--- config.mk ---
export PLATFORM = sky130hd
export DESIGN_NAME = cdc_handshake_tx
export DESIGN_NICKNAME = d
export VERILOG_FILES = /design/src/rtl/cdc_hs_pkg.sv /design/src/rtl/cdc_handshake_tx.sv
export SDC_FILE = /design/constraint.sdc
export NUM_CORES = 1
export LEC_CHECK = 0
export BUFFER_PORTS_ARGS = -buffer_cell sky130_fd_sc_hd__buf_2
export CELL_PAD_IN_SITES_DETAIL_PLACEMENT = 0
export CELL_PAD_IN_SITES_GLOBAL_PLACEMENT = 2
export CORE_UTILIZATION = 29
export CTS_CLUSTER_SIZE = 30
export DETAILED_ROUTE_END_ITERATION = 12
export PLACE_DENSITY = 0.89
export SETUP_SLACK_MARGIN = 0.5
export SLEW_MARGIN = 15
export SYNTH_ARGS = -nofsm -noshare
export SYNTH_HDL_FRONTEND = slang
export SYNTH_SLANG_ARGS = --single-unit
--- constraint.sdc ---
create_clock -name clk -period 2.44 [get_ports clk]
set_input_delay 0.244 -clock clk [delete_from_list [all_inputs] [get_ports clk]]
set_output_delay 0.244 -clock clk [all_outputs]
set_load 0.02 [all_outputs]
--- src/rtl/cdc_hs_pkg.sv ---
// cdc_hs_pkg: shared types for the toggle handshake transmitter.
// Holds the tx state enum and counter width helper.
package cdc_hs_pkg;

  typedef enum logic [1:0] {
    IDLE     = 2'd0,
    SETUP    = 2'd1,
    WAIT_ACK = 2'd2
  } cdc_hs_tx_state_t;

  // Width needed to hold 0..max_val, never below 1 bit.
  function automatic int cnt_w(input int max_val);
    return (max_val < 2) ? 1 : $clog2(max_val + 1);
  endfunction

endpackage

--- src/rtl/cdc_handshake_tx.sv ---
// cdc_handshake_tx: source side of a two-phase req/ack word crossing.
// Ports: clk, rst (sync high); s_valid/s_ready/s_data stream in;
//   cdc_data/cdc_req toward the far domain; cdc_ack (already
//   synchronized); busy; timeout (sticky) cleared by err_clr.
module cdc_handshake_tx
  import cdc_hs_pkg::*;
#(
  parameter int WIDTH        = 32,
  parameter int SETUP_CYCLES = 2,
  parameter int ACK_TIMEOUT  = 0
) (
  input  logic             clk,
  input  logic             rst,
  input  logic             s_valid,
  input  logic [WIDTH-1:0] s_data,
  output logic             s_ready,
  output logic [WIDTH-1:0] cdc_data,
  output logic             cdc_req,
  input  logic             cdc_ack,
  output logic             busy,
  output logic             timeout,
  input  logic             err_clr
);

  localparam int SCW = cnt_w(SETUP_CYCLES);
  localparam int TCW = cnt_w(ACK_TIMEOUT);

  localparam logic [SCW-1:0] S_LAST = SCW'(SETUP_CYCLES);
  localparam logic [SCW-1:0] S_ONE  = SCW'(1);
  localparam logic [TCW-1:0] T_LAST = TCW'(ACK_TIMEOUT);
  localparam logic [TCW-1:0] T_ONE  = TCW'(1);
  // Count value one edge before the timeout fires.
  localparam logic [TCW-1:0] T_PRE  =
    TCW'((ACK_TIMEOUT == 0) ? 0 : ACK_TIMEOUT - 1);

  cdc_hs_tx_state_t state, state_nxt;
  logic [SCW-1:0]   scnt, scnt_nxt;
  logic [TCW-1:0]   tcnt, tcnt_nxt;
  logic             req_q, req_nxt;
  logic             to_q, to_nxt;
  logic             to_set;
  logic             ack_match;
  logic             accept;

  assign ack_match = (cdc_ack == req_q);
  assign s_ready   = (state == IDLE) && ack_match;
  assign accept    = s_valid && s_ready;
  assign busy      = (state != IDLE);
  assign cdc_req   = req_q;
  assign timeout   = to_q;

  always_comb begin
    state_nxt = state;
    scnt_nxt  = scnt;
    tcnt_nxt  = tcnt;
    req_nxt   = req_q;
    to_set    = 1'b0;
    unique case (state)
      IDLE: begin
        if (accept) begin
          if (SETUP_CYCLES == 0) begin
            state_nxt = WAIT_ACK;
            req_nxt   = ~req_q;
            tcnt_nxt  = '0;
          end else begin
            // The accept edge is the first setup edge.
            state_nxt = SETUP;
            scnt_nxt  = S_ONE;
          end
        end
      end
      SETUP: begin
        if (scnt == S_LAST) begin
          state_nxt = WAIT_ACK;
          req_nxt   = ~req_q;
          tcnt_nxt  = '0;
        end else begin
          scnt_nxt = scnt + S_ONE;
        end
      end
      WAIT_ACK: begin
        if (tcnt != T_LAST) begin
          tcnt_nxt = tcnt + T_ONE;
          to_set   = (ACK_TIMEOUT != 0) && (tcnt == T_PRE);
        end
        if (ack_match) begin
          state_nxt = IDLE;
        end
      end
      default: begin
        state_nxt = IDLE;
      end
    endcase
    // A fresh timeout beats a simultaneous clear.
    to_nxt = to_set ? 1'b1 : (err_clr ? 1'b0 : to_q);
  end

  always_ff @(posedge clk) begin
    if (rst) begin
      state <= IDLE;
      scnt  <= '0;
      tcnt  <= '0;
      req_q <= 1'b0;
      to_q  <= 1'b0;
    end else begin
      state <= state_nxt;
      scnt  <= scnt_nxt;
      tcnt  <= tcnt_nxt;
      req_q <= req_nxt;
      to_q  <= to_nxt;
    end
  end

  always_ff @(posedge clk) begin
    if (rst) begin
      cdc_data <= '0;
    end else if (accept) begin
      cdc_data <= s_data;
    end
  end

endmodule

==> summary.md, run 1 <==
| Metric | Value |
|---|---|
| Row count | `27` |
| Mapped Cells | `166` |
| Final cell count without fillers | `about 310` |
| Max-slew violations | `0` |
| Worst-Margin Slew | `around 0.84 ns` |
| Slew headroom | `0.442` |
| Lkg Pwr | `about 1 nW` |
| GRT Overall Usage | `0.110` |
| Worst skew pair latency | `0.28 ns` |
| Root Buffer | `clkbuf_8` |
| Flop2flop setup slack | `0.91 ns` |
| Area leader, netlist | `dfxtp_1` |
| CP Class | `reg -> reg` |
| DP HPWL | `2.13 mm` |
| Core ar. | `about 5600 µm²` |
| Required time worst endpoint | `~2.7 ns` |
| Resized cells post-CTS | `0` |
| Die height | `between 70 and 80 µm` |
| RSZ-0062 raised after global routing | `no` |
| DRT antenna net count | `0` |
| Hold_buf cts | `0` |
| Pwr/cell area | `618 nW/µm²` |
| Crit-path max FO | `19` |
| Power Total | `1.34 mW` |
| Sequential fraction of the synthesis area | `0.434` |
| I/O pin total | `73` |
| Routed WL per cell | `10.3 µm` |
| Ranking of synthesized cells by area | `dfxtp_1, nand2b_1, mux2i_1, buf_12, clkbuf_1` |
| Pre-CTS setup slack | `0.893 ns` |
| Clock transition at path regs | `around 0.070 ns` |
| Yosys warns | `0` |
| Maximum VDD drop | `261 µV` |
| Yosys reg bits | `37` |
| Routed wire length | `3.15 mm` |
| Port Buffers | `70` |
| Clock sinks | `37` |
| H-tree levels | `2` |
| Slowest cell on crit path | `buf_4` |
| Layout Skew | `between 0.002 and 0.0025 ns` |
| Final Hold Viols | `0` |
| Final Cycle Share | `0.626` |
| Vias in the first global route | `between 1k and 1.5k` |
| DRC | `0` |
| Drt first pass iters | `4` |
| Max Clock Freq | `between 600 and 700 MHz` |
| CTS max path bufs | `2` |
| Crit start category | `register` |
| CTS tree | `done` |
| Hold WC Path Type | `in -> reg` |
| # setup viols final | `0` |
| Max stage delay on crit path | `about 0.35 ns` |
| Outcome | `completed` |
| Synthesized area | `1710 µm²` |
| Fin worst setup slack | `between 0.9 and 1 ns` |
| Largest net degree at the start of global routing | `71` |
| Area Growth Syn to Fin | `27.0%` |
| WP data arrival | `1.74 ns` |
| Min Tclk post-route | `1.53 ns` |
| Initial antenna violation count | `0` |
| Post-CTS Setup Bufs | `0` |
| Synthesized area per cell | `10.3 µm²` |
| Design area | `~2200 µm²` |
| Share of the synthesized area in the top cell type | `0.434` |
| CTS buffer count | `5` |
| Via count | `roughly 1.3k` |
| Die area | `6200 µm²` |
| Syn_nets | `204` |
| GR Overflow Total | `0` |
| Initial Util | `0.306` |
| Crit. End Element | `register` |
| Vias per cell | `4.13` |
| Initial detailed-routing violation count | `52` |
| Die span in x | `78.7 µm` |
| MaxCap Viol Count | `0` |
| First-pass GRT wire length | `5.31 mm` |
| # nets final | `271` |
| Placed Instances | `298` |
| CP cell instances | `xor2_1 -> nor4b_4 -> buf_4 -> mux2i_1` |
| Final Wtd Congestion | `0.604` |
| Cell variety after synth | `20` |
| Post-DP Area | `2070 µm²` |
| Fraction of layout cells with a size suffix above 1 | `0.355` |
| Fin Setup TNS | `0 ns` |
| Ant diodes | `0` |
==> cell usage in the layout (no fill, tap or decap), types with 2 or more instances in the layout <==
cell,instances
dfxtp_1,37
inv_1,3
mux2i_1,32
nor2_1,4
a21oi_1,2
clkbuf_8,7
nand2b_1,64
nand3b_1,2
xor2_1,2
buf_2,70
buf_4,2
==> registers in the layout, indices dropped and copies added (netlist names) <==
name / count
cdc_data: 32
cdc_req: 1
state: 2
scnt: 2
==> layer usage <==
| layer | wire length [µm] | global-route usage | up-vias | share of wire |
|---|---|---|---|---|
| li1 | - | - | 664 | - |
| met1 | 1460 | 0.130 | 550 | 0.46 |
| met2 | 1400 | 0.175 | 44 | 0.44 |
| met3 | 236 | 0.0425 | 7 | 0.075 |
| met4 | 51 | 0.0500 | 0 | 0.016 |
| met5 | 0 | 0 | - | 0 |
==> cells by family (layout without fill, tap and decap cells) <==
kind of cell / after synthesis / in the layout / share of synthesized area
and+or+nand+nor: 73 / 73 / 0.268
xor gates and xnor gates: 2 / 2 / 0.0103
DFF: 37 / 37 / 0.434
muxes: 32 / 32 / 0.188
other: 1 / 1 / 0.00220
buffers and inverters: 15 / 83 / 0.0682
AOI/OAI and AO/OA: 5 / 5 / 0.0227
adders and majority gates: 1 / 1 / 0.00733
==> cells in the mapped netlist (all sizes together) <==
cell type / instances
nor4b: 1
xor2: 2
o41ai: 1
conb: 1
buf: 5
o31a: 1
mux2i: 32
nor2: 4
clkbuf: 7
inv: 3
nand3b: 2
a21oi: 2
nor3b: 1
nand2: 1
ha: 1
nand2b: 64
dfxtp: 37
o21ba: 1
==> where the power goes <==
| part | internal, mW | switching, mW |
|---|---|---|
| Combinational | 0.101 | 0.116 |
| Clock | 0.255 | 0.209 |
| Sequential | 0.639 | 0.0188 |
==> per-stage QoR <==
step	util	hold WS [ns]
finish	0.389	0.209
global route	0.389	0.202
CTS	0.389	0.198
detailed placement	0.371	0.457
global placement	0.371	0.457
floorplan	-	0.399
==> layout make-up <==
cell class / instances / area [µm²]
multi-input combinational: 114 / 858
clock inverter: 1 / 5.00
inverter: 3 / 11.3
timing repair buffer: 72 / 365
fill: 573 / 3410
sequential: 37 / 741
tap: 72 / 90.1
clock buffer: 7 / 96.3
==> final timing paths <==
kind	from	end	cells past startpoint
hold reg to reg	cdc_data[15]$_SDFFE_PP0P_	cdc_data[15]$_SDFFE_PP0P_	2
hold / removal	s_data[24]	cdc_data[24]$_SDFFE_PP0P_	3
setup reg to reg	cdc_req$_SDFFE_PP0P_	cdc_data[12]$_SDFFE_PP0P_	4
setup / recovery	cdc_req$_SDFFE_PP0P_	cdc_data[12]$_SDFFE_PP0P_	4
==> worst max-delay path: cells and delay by family (launching register included) <==
family	cells	cell delay, ns
flops	1	0.34
simple gates	1	0.29
mux	1	0.25
buf+inv	1	0.35
xor+xnor	1	0.22
No activity file was read; power rests on OpenSTA's default activity.
==> run 2, diff against run 1 <==
- ABC_AREA: not set -> 1
- CORE_UTILIZATION: 29 -> 21
- PLACE_DENSITY: 0.89 -> 0.81
- clock period: 2.44 -> 1.23 ns (I/O delays scaled with it)
==> run 2 against run 1 <==
  * The flow now finishes with violations (setup timing)
  * Core utilization up 3.7 points
  * Clock-buffer cell count unchanged
  * Setup slack got worse by 1.0 ns
  * Critical path type unchanged
  * Critical endpoint is now scnt[0]$_SDFFE_PP0P_
  * Largest cell class is now buffers
  * Largest power group unchanged
  * Highest routed layer unchanged
==> summary.md, run 2 <==
| Metric | Value |
|---|---|
| Outcome | `complete, but fails checks (was completed)` |
| Violated checks | `setup timing` |
| Met3 Track Usage GR | `0.0428 (was 0.0425)` |
| GRT Overall Usage | `0.133 (was 0.110)` |
| Root Buffer | `clkbuf_8 (unchanged)` |
| Hold Worst Slack | `0.0831 ns (was 0.209 ns)` |
| Synthesized area per cell | `7.91 µm² (was 10.3 µm²)` |
| Pre-CTS setup slack | `0.0672 ns (was 0.893 ns)` |
| Row count | `29 (was 27)` |
| Syn_nets | `221 (was 204)` |
| Post-DP Area | `1950 µm² (was 2070 µm²)` |
| Filler Cells Inserted | `644 (was 573)` |
| Vias in the first global route | `1507 (was 1158)` |
| Ant diodes | `0 (unchanged)` |
| Max FFs per register | `32 (unchanged)` |
| Required time worst endpoint | `1.41 ns (was 2.65 ns)` |
| CTS buffer count | `5 (unchanged)` |
| CP Class | `reg -> reg (unchanged)` |
| Final Wtd Congestion | `0.681 (was 0.604)` |
| Die area | `7230 µm² (was 6200 µm²)` |
| Yosys reg bits | `37 (unchanged)` |
| Post-synth EDFFs | `0 (unchanged)` |
| Initial antenna violation count | `0 (unchanged)` |
| Sequential fraction of the synthesis area | `0.512 (was 0.434)` |
| DP HPWL | `2.75 mm (was 2.13 mm)` |
| Layout Skew | `0.00462 ns (was 0.00227 ns)` |
| Ranking of synthesized cells by area | `dfxtp_1, a21oi_1, nand2_1, nand3_1, buf_6 (was dfxtp_1, nand2b_1, mux2i_1, buf_12, clkbuf_1)` |
| Met1 Use GR | `0.169 (was 0.130)` |
| Design area | `2770 µm² (was 2170 µm²)` |
| Largest net degree at the start of global routing | `23 (was 71)` |
| CTS max path bufs | `2 (unchanged)` |
| WP data arrival | `1.51 ns (was 1.74 ns)` |
| Core ar. | `6490 µm² (was 5570 µm²)` |
| Clock sinks | `37 (unchanged)` |
| Synth Flop Type | `dfxtp_1 (unchanged)` |
| Lkg Pwr | `1.14 nW (was 0.987 nW)` |
| CTS tree | `done (unchanged)` |
| Initial Util | `0.223 (was 0.306)` |
| # nets final | `311 (was 271)` |
| Commonest non-fill, non-tap cell in the layout | `nand2_1 (was buf_2)` |
| Synth top cells by count | `nand2_1, dfxtp_1, a21oi_1 (was nand2b_1, dfxtp_1, mux2i_1)` |
| Power Total | `3.03 mW (was 1.34 mW)` |
| Max Clock Freq | `755 MHz (was 654 MHz)` |
| Clock Power Share | `0.280 (was 0.347)` |
| Drt first pass iters | `3 (was 4)` |
| Crit. End Element | `register (unchanged)` |
| Worst skew pair latency | `0.28 ns (about the same)` |
| Die span in x | `85.0 µm (was 78.7 µm)` |
| H-tree levels | `2 (unchanged)` |
| Maximum VDD drop | `467 µV (was 261 µV)` |
| Mapped Cells | `183 (was 166)` |
| Final Hold Viols | `0 (unchanged)` |
| GRT Max-Usage Layer | `met2 (unchanged)` |
| Sw Pwr | `0.858 mW (was 0.343 mW)` |
| Die height | `85.0 µm (was 78.7 µm)` |
| Routed WL per cell | `13.2 µm (was 10.3 µm)` |
| Flop pwr share | `0.438 (was 0.491)` |
| Slowest cell on crit path | `dfxtp_2 (was buf_4)` |
| Cell variety after synth | `21 (was 20)` |
| Met2 usage | `0.219 (was 0.175)` |
| GR Overflow Total | `0 (unchanged)` |
| Async set-or-reset flop fraction in the synthesized netlist | `0 (unchanged)` |
| Clock transition at path regs | `0.07 ns (about the same)` |
| Most numerous cell in the Yosys netlist | `nand2_1 (was nand2b_1)` |
| Yosys warns | `0 (unchanged)` |
| RSZ-0062 raised after global routing | `yes (was no)` |
| CP cell instances | `nor2_4 -> buf_4 -> buf_4 -> nand3_4 -> buf_12 -> nand2_4 -> nand2_1 -> nand2_1 -> nor2_1 (was xor2_1 -> nor4b_4 -> buf_4 -> mux2i_1)` |
| Fraction of layout cells with a size suffix above 1 | `0.667 (was 0.355)` |
| Max-slew violations | `0 (unchanged)` |
| Max stage delay on crit path | `0.33 ns (was 0.35 ns)` |
| Port Buffers | `70 (unchanged)` |
| Min Tclk post-route | `1.32 ns (was 1.53 ns)` |
| Biggest regs | `cdc_data (32), scnt (2), state (2) (unchanged)` |
| Area leader, netlist | `dfxtp_1 (unchanged)` |
| Hold WC Path Type | `in -> reg (unchanged)` |
| Share of the synthesized area in the top cell type | `0.512 (was 0.434)` |
| MaxCap Viol Count | `0 (unchanged)` |
| Vias per cell | `4.44 (was 4.13)` |
| Synthesized area | `1450 µm² (was 1710 µm²)` |
| Crit-path max FO | `5 (was 19)` |
| Final Cycle Share | `1.08 (was 0.626)` |
| Crit start category | `register (unchanged)` |
| I/O pin total | `73 (unchanged)` |
| Routed wire length | `4.63 mm (was 3.15 mm)` |
| DRT antenna net count | `0 (unchanged)` |
| Area Growth Syn to Fin | `91.2% (was 27.0%)` |
| # setup viols final | `36 (was 0)` |
| Sw Ratio | `0.283 (was 0.257)` |
| Pwr/cell area | `1090 nW/µm² (was 618 nW/µm²)` |
| Fin worst setup slack | `-0.0948 ns (was 0.912 ns)` |
| DRC | `0 (unchanged)` |
| Most flops, register | `cdc_data (unchanged)` |
| First-pass GRT wire length | `7.31 mm (was 5.31 mm)` |
| Gate power share | `0.282 (was 0.162)` |
| Internal power | `2.17 mW (was 0.995 mW)` |
| Most frequent cells in the layout | `nand2_1, buf_6, buf_2 (was buf_2, nand2b_1, dfxtp_1)` |
| Via count | `1554 (was 1265)` |
| Initial detailed-routing violation count | `14 (was 52)` |
[run 2: cell count changes in the layout (fill, tap and decap cells not counted), moves of 13 or more]
cell,previous run,this run
a21oi_1,2,19
a21oi_2,0,16
buf_2,70,35
buf_4,2,15
buf_6,0,38
dfxtp_1,37,3
dfxtp_2,0,33
mux2i_1,32,0
nand2_1,1,39
nand2b_1,64,0
nand3_1,0,15
[run 2: kinds of logic after synthesis]
group | count (synthesis) | share of synthesized area
and+or+nand+nor | 84 | 0.254
AOI/OAI and AO/OA | 37 | 0.138
DFF | 37 | 0.512
buffers and inverters | 23 | 0.0847
adders and majority gates | 1 | 0.00864
other | 1 | 0.00259
[run 2: routing by layer]
metal	wire length, µm	share of wire
met1	2220	0.48
met2	2140	0.46
met3	240	0.052
met4	27	0.0058
met5	0	0
[run 2: final cells by class]
cell class                      count  area (µm²)  share of cell area
Clock buffer                        7        86.3              0.0312
Tap cell                           77        96.3              0.0348
Timing Repair Buffer               98         946               0.342
Multi-Input combinational cell    123         818               0.296
Sequential cell                    37         786               0.284
Inverter                            8        35.0              0.0127
[run 2: final timing paths]
check             slack (ns)                 startpoint  cells after the start                        end
setup / recovery       -0.09      state[0]$_SDFFE_PP0P_                      9       scnt[0]$_SDFFE_PP0P_
setup reg to reg       -0.09      state[0]$_SDFFE_PP0P_                      9       scnt[0]$_SDFFE_PP0P_
hold / removal          0.08                 s_data[29]                      3  cdc_data[29]$_SDFFE_PP0P_
hold reg to reg         0.47  cdc_data[20]$_SDFFE_PP0P_                      2  cdc_data[20]$_SDFFE_PP0P_
[run 2: metrics by stage]
| stage | util | instances | setup TNS [ns] |
|---|---|---|---|
| 5_1_grt | 0.426 | 350 | -4.82 |
| 3_3_place_gp | 0.301 | 324 | 0 |
| 4_1_cts | 0.385 | 342 | -2.13 |
| 2_1_floorplan | - | 183 | 0 |
| 3_5_place_dp | 0.301 | 324 | 0 |
| 6_report | 0.426 | 350 | -2.22 |
[run 2: critical path, delay by kind of cell (launching register included)]
kind	cells	cell delay (ns)
buf+inv	3	0.41
simple gates	6	0.48
flops	1	0.33
[run 2: power groups by stage]
| stage | registers [mW] | clock network, mW | logic (mW) |
|---|---|---|---|
| 6_report | 1.33 | 0.849 | 0.853 |
| 5_1_grt | 1.33 | 0.945 | 0.917 |
| 4_1_cts | 1.32 | 0.894 | 0.755 |
| 3_5_place_dp | 1.33 | 0 | 0.528 |
| 3_3_place_gp | 1.33 | 0 | 0.524 |
| 2_1_floorplan | 1.40 | 0 | 0.261 |
[run 2: timing repair]
item,4_1_cts,5_1_grt
buffers inserted,7,8
gates resized for setup,105,47
endpoints found under the setup margin,72,72
pin swaps,5,18
hold endpoints to repair,0,0
cloned,4,0
hold buffers,0,0
==> run 3, diff against run 2 <==
- CORE_UTILIZATION: 21 -> 22
- CTS_BUF_LIST: not set -> sky130_fd_sc_hd__clkbuf_8
- PLACE_DENSITY: 0.81 -> 0.84
==> run 3 against run 2 <==
  * The flow still finishes with violations (setup timing)
  * Sequential power about the same
  * Global-route usage decreased by 1.5 points
  * Clock-buffer cell count unchanged
  * Critical path type is now reg -> out
==> summary.md, run 3 (synthesized netlist as in run 2, its figures left out) <==
| Metric | Value |
|---|---|
| CP Class | `reg -> out (was reg -> reg)` |
| Filler Cells Inserted | `678 (was 644)` |
| Gate power share | `0.233 (was 0.282)` |
| Vias in the first global route | `1337 (was 1507)` |
| Pwr/cell area | `1180 nW/µm² (was 1090 nW/µm²)` |
| Most frequent cells in the layout | `nand2_1, buf_2, buf_6 (was nand2_1, buf_6, buf_2)` |
| First-pass GRT wire length | `6.47 mm (was 7.31 mm)` |
| Outcome | `complete, but fails checks (unchanged)` |
| CTS buffer count | `5 (unchanged)` |
| Required time worst endpoint | `1.11 ns (was 1.41 ns)` |
| Area Growth Syn to Fin | `73.2% (was 91.2%)` |
| DP HPWL | `2.63 mm (was 2.75 mm)` |
| Hold_buf cts | `0 (unchanged)` |
| Initial Util | `0.228 (was 0.223)` |
| Initial antenna violation count | `0 (unchanged)` |
| Lkg Pwr | `1.09 nW (was 1.14 nW)` |
| DRT antenna net count | `0 (unchanged)` |
| Max FFs per register | `32 (unchanged)` |
| Initial detailed-routing violation count | `53 (was 14)` |
| Most flops, register | `cdc_data (unchanged)` |
| Sw Pwr | `0.828 mW (was 0.858 mW)` |
| Worst skew pair latency | `0.29 ns (was 0.28 ns)` |
| Final Cycle Share | `1.07 (was 1.08)` |
| Via count | `1540 (was 1554)` |
| GRT Overall Usage | `0.118 (was 0.133)` |
| Fin worst setup slack | `-0.0834 ns (was -0.0948 ns)` |
| Drt first pass iters | `3 (unchanged)` |
| Core ar. | `6350 µm² (was 6490 µm²)` |
| Crit-path max FO | `2 (was 5)` |
| Routed WL per cell | `12.2 µm (was 13.2 µm)` |
| Largest net degree at the start of global routing | `20 (was 23)` |
| Hold WC Path Type | `in -> reg (unchanged)` |
| Port Buffers | `70 (unchanged)` |
| Commonest non-fill, non-tap cell in the layout | `nand2_1 (unchanged)` |
| Post-DP Area | `1970 µm² (was 1950 µm²)` |
| Final Wtd Congestion | `0.706 (was 0.681)` |
| Layout Skew | `0.00653 ns (was 0.00462 ns)` |
| DRC | `0 (unchanged)` |
| Maximum VDD drop | `682 µV (was 467 µV)` |
| Fraction of layout cells with a size suffix above 1 | `0.574 (was 0.667)` |
| Hold Worst Slack | `0.0698 ns (was 0.0831 ns)` |
| Vias per cell | `4.44 (about the same)` |
| Clock sinks | `37 (unchanged)` |
| Die span in x | `83.1 µm (was 85.0 µm)` |
| Design area | `2510 µm² (was 2770 µm²)` |
| Min Tclk post-route | `1.31 ns (was 1.32 ns)` |
| Max Clock Freq | `761 MHz (was 755 MHz)` |
| Row count | `29 (unchanged)` |
| CTS max path bufs | `2 (unchanged)` |
| WP data arrival | `1.19 ns (was 1.51 ns)` |
| # nets final | `307 (was 311)` |
| # setup viols final | `32 (was 36)` |
| Clock transition at path regs | `0.08 ns (was 0.07 ns)` |
| Sw Ratio | `0.280 (was 0.283)` |
| H-tree levels | `2 (unchanged)` |
| Internal power | `2.13 mW (was 2.17 mW)` |
| Routed wire length | `4.24 mm (was 4.63 mm)` |
| Biggest regs | `cdc_data (32), scnt (2), state (2) (unchanged)` |
| Post-layout util | `0.395 (was 0.426)` |
| I/O pin total | `73 (unchanged)` |
| Crit. End Element | `output port (was register)` |
| Flop pwr share | `0.447 (was 0.438)` |
| Worst r2r path cells | `8 (was 9)` |
| Crit start category | `register (unchanged)` |
| MaxCap Viol Count | `0 (unchanged)` |
| Hold Crit Depth | `3 (unchanged)` |
| GR Overflow Total | `0 (unchanged)` |
| Ant diodes | `0 (unchanged)` |
| Die height | `83.1 µm (was 85.0 µm)` |
| Clock Power Share | `0.320 (was 0.280)` |
| Die area | `6910 µm² (was 7230 µm²)` |
| Max-slew violations | `0 (unchanged)` |
| Final Hold Viols | `0 (unchanged)` |
| RSZ-0062 raised after global routing | `yes (unchanged)` |
| Violated checks | `setup timing (unchanged)` |
| CTS tree | `done (unchanged)` |
| Root Buffer | `clkbuf_8 (unchanged)` |
run 3: cell count changes in the layout (fill, tap and decap cells not counted), moves of 3 or more:
| cell | delta |
|---|---|
| a21oi_1 | +10 |
| buf_6 | -3 |
| nand3_2 | -10 |
| nand3_4 | -6 |
| buf_16 | -3 |
| nand3_1 | +16 |
| a21oi_2 | -10 |
run 3: path summary, 6_finish.rpt:
path                             startpoint                   endpoint  slack (ns)
setup / recovery      state[0]$_SDFFE_PP0P_                    s_ready       -0.08
hold / removal                    s_data[0]   cdc_data[0]$_SDFFE_PP0P_        0.07
setup reg to reg      state[0]$_SDFFE_PP0P_  cdc_data[25]$_SDFFE_PP0P_       -0.07
hold reg to reg   cdc_data[13]$_SDFFE_PP0P_  cdc_data[13]$_SDFFE_PP0P_        0.47
run 3: layout make-up:
type,count,area (µm²),share of cell area
timing repair buffer,94,830,0.331
sequential,37,790,0.315
multi-input combinational,123,656,0.261
clock buffer,7,96.3,0.0384
tap,77,96.3,0.0384
inverter,8,35.0,0.0140
clock inverter,1,5.00,0.00200
run 3: repair_timing:
item,CTS,global route
setup endpoints to repair,72,72
pin swaps,4,4
buffers inserted,4,10
resized for setup,105,9
endpoints found under the hold margin,0,0
cloned,0,1
run 3: routing by layer:
metal / GRT usage / up-vias / wire [µm] / share of wire
met5: 0 / - / 0 / 0
met4: 0.0470 / 0 / 59 / 0.014
met3: 0.0388 / 8 / 234 / 0.055
met2: 0.183 / 41 / 2010 / 0.48
met1: 0.151 / 719 / 1930 / 0.46
li1: - / 772 / - / -
run 3: power by group through the flow:
stage | Sequential (mW) | Combinational [mW] | Clock, mW
global placement | 1.33 | 0.531 | 0
floorplan | 1.40 | 0.261 | 0
finish | 1.32 | 0.688 | 0.945
detailed placement | 1.33 | 0.531 | 0
global route | 1.33 | 0.747 | 1.04
CTS | 1.32 | 0.642 | 0.986
run 3: per-stage QoR:
step	cells	setup WS, ns	setup TNS [ns]	power (mW)
floorplan	183	0.0966	0	1.66
global placement	324	0.0559	0	1.86
detailed placement	324	0.0567	0	1.86
CTS	336	-0.0963	-1.36	2.95
global route	347	-0.149	-3.72	3.11
finish	347	-0.0834	-1.18	2.95
run 3: worst max-delay path, stage by stage (launching register included):
cell	delay, ns
dfxtp_2	0.34
nor2_4	0.14
inv_4	0.05
a21oi_4	0.15
buf_12	0.13
buf_8	0.10
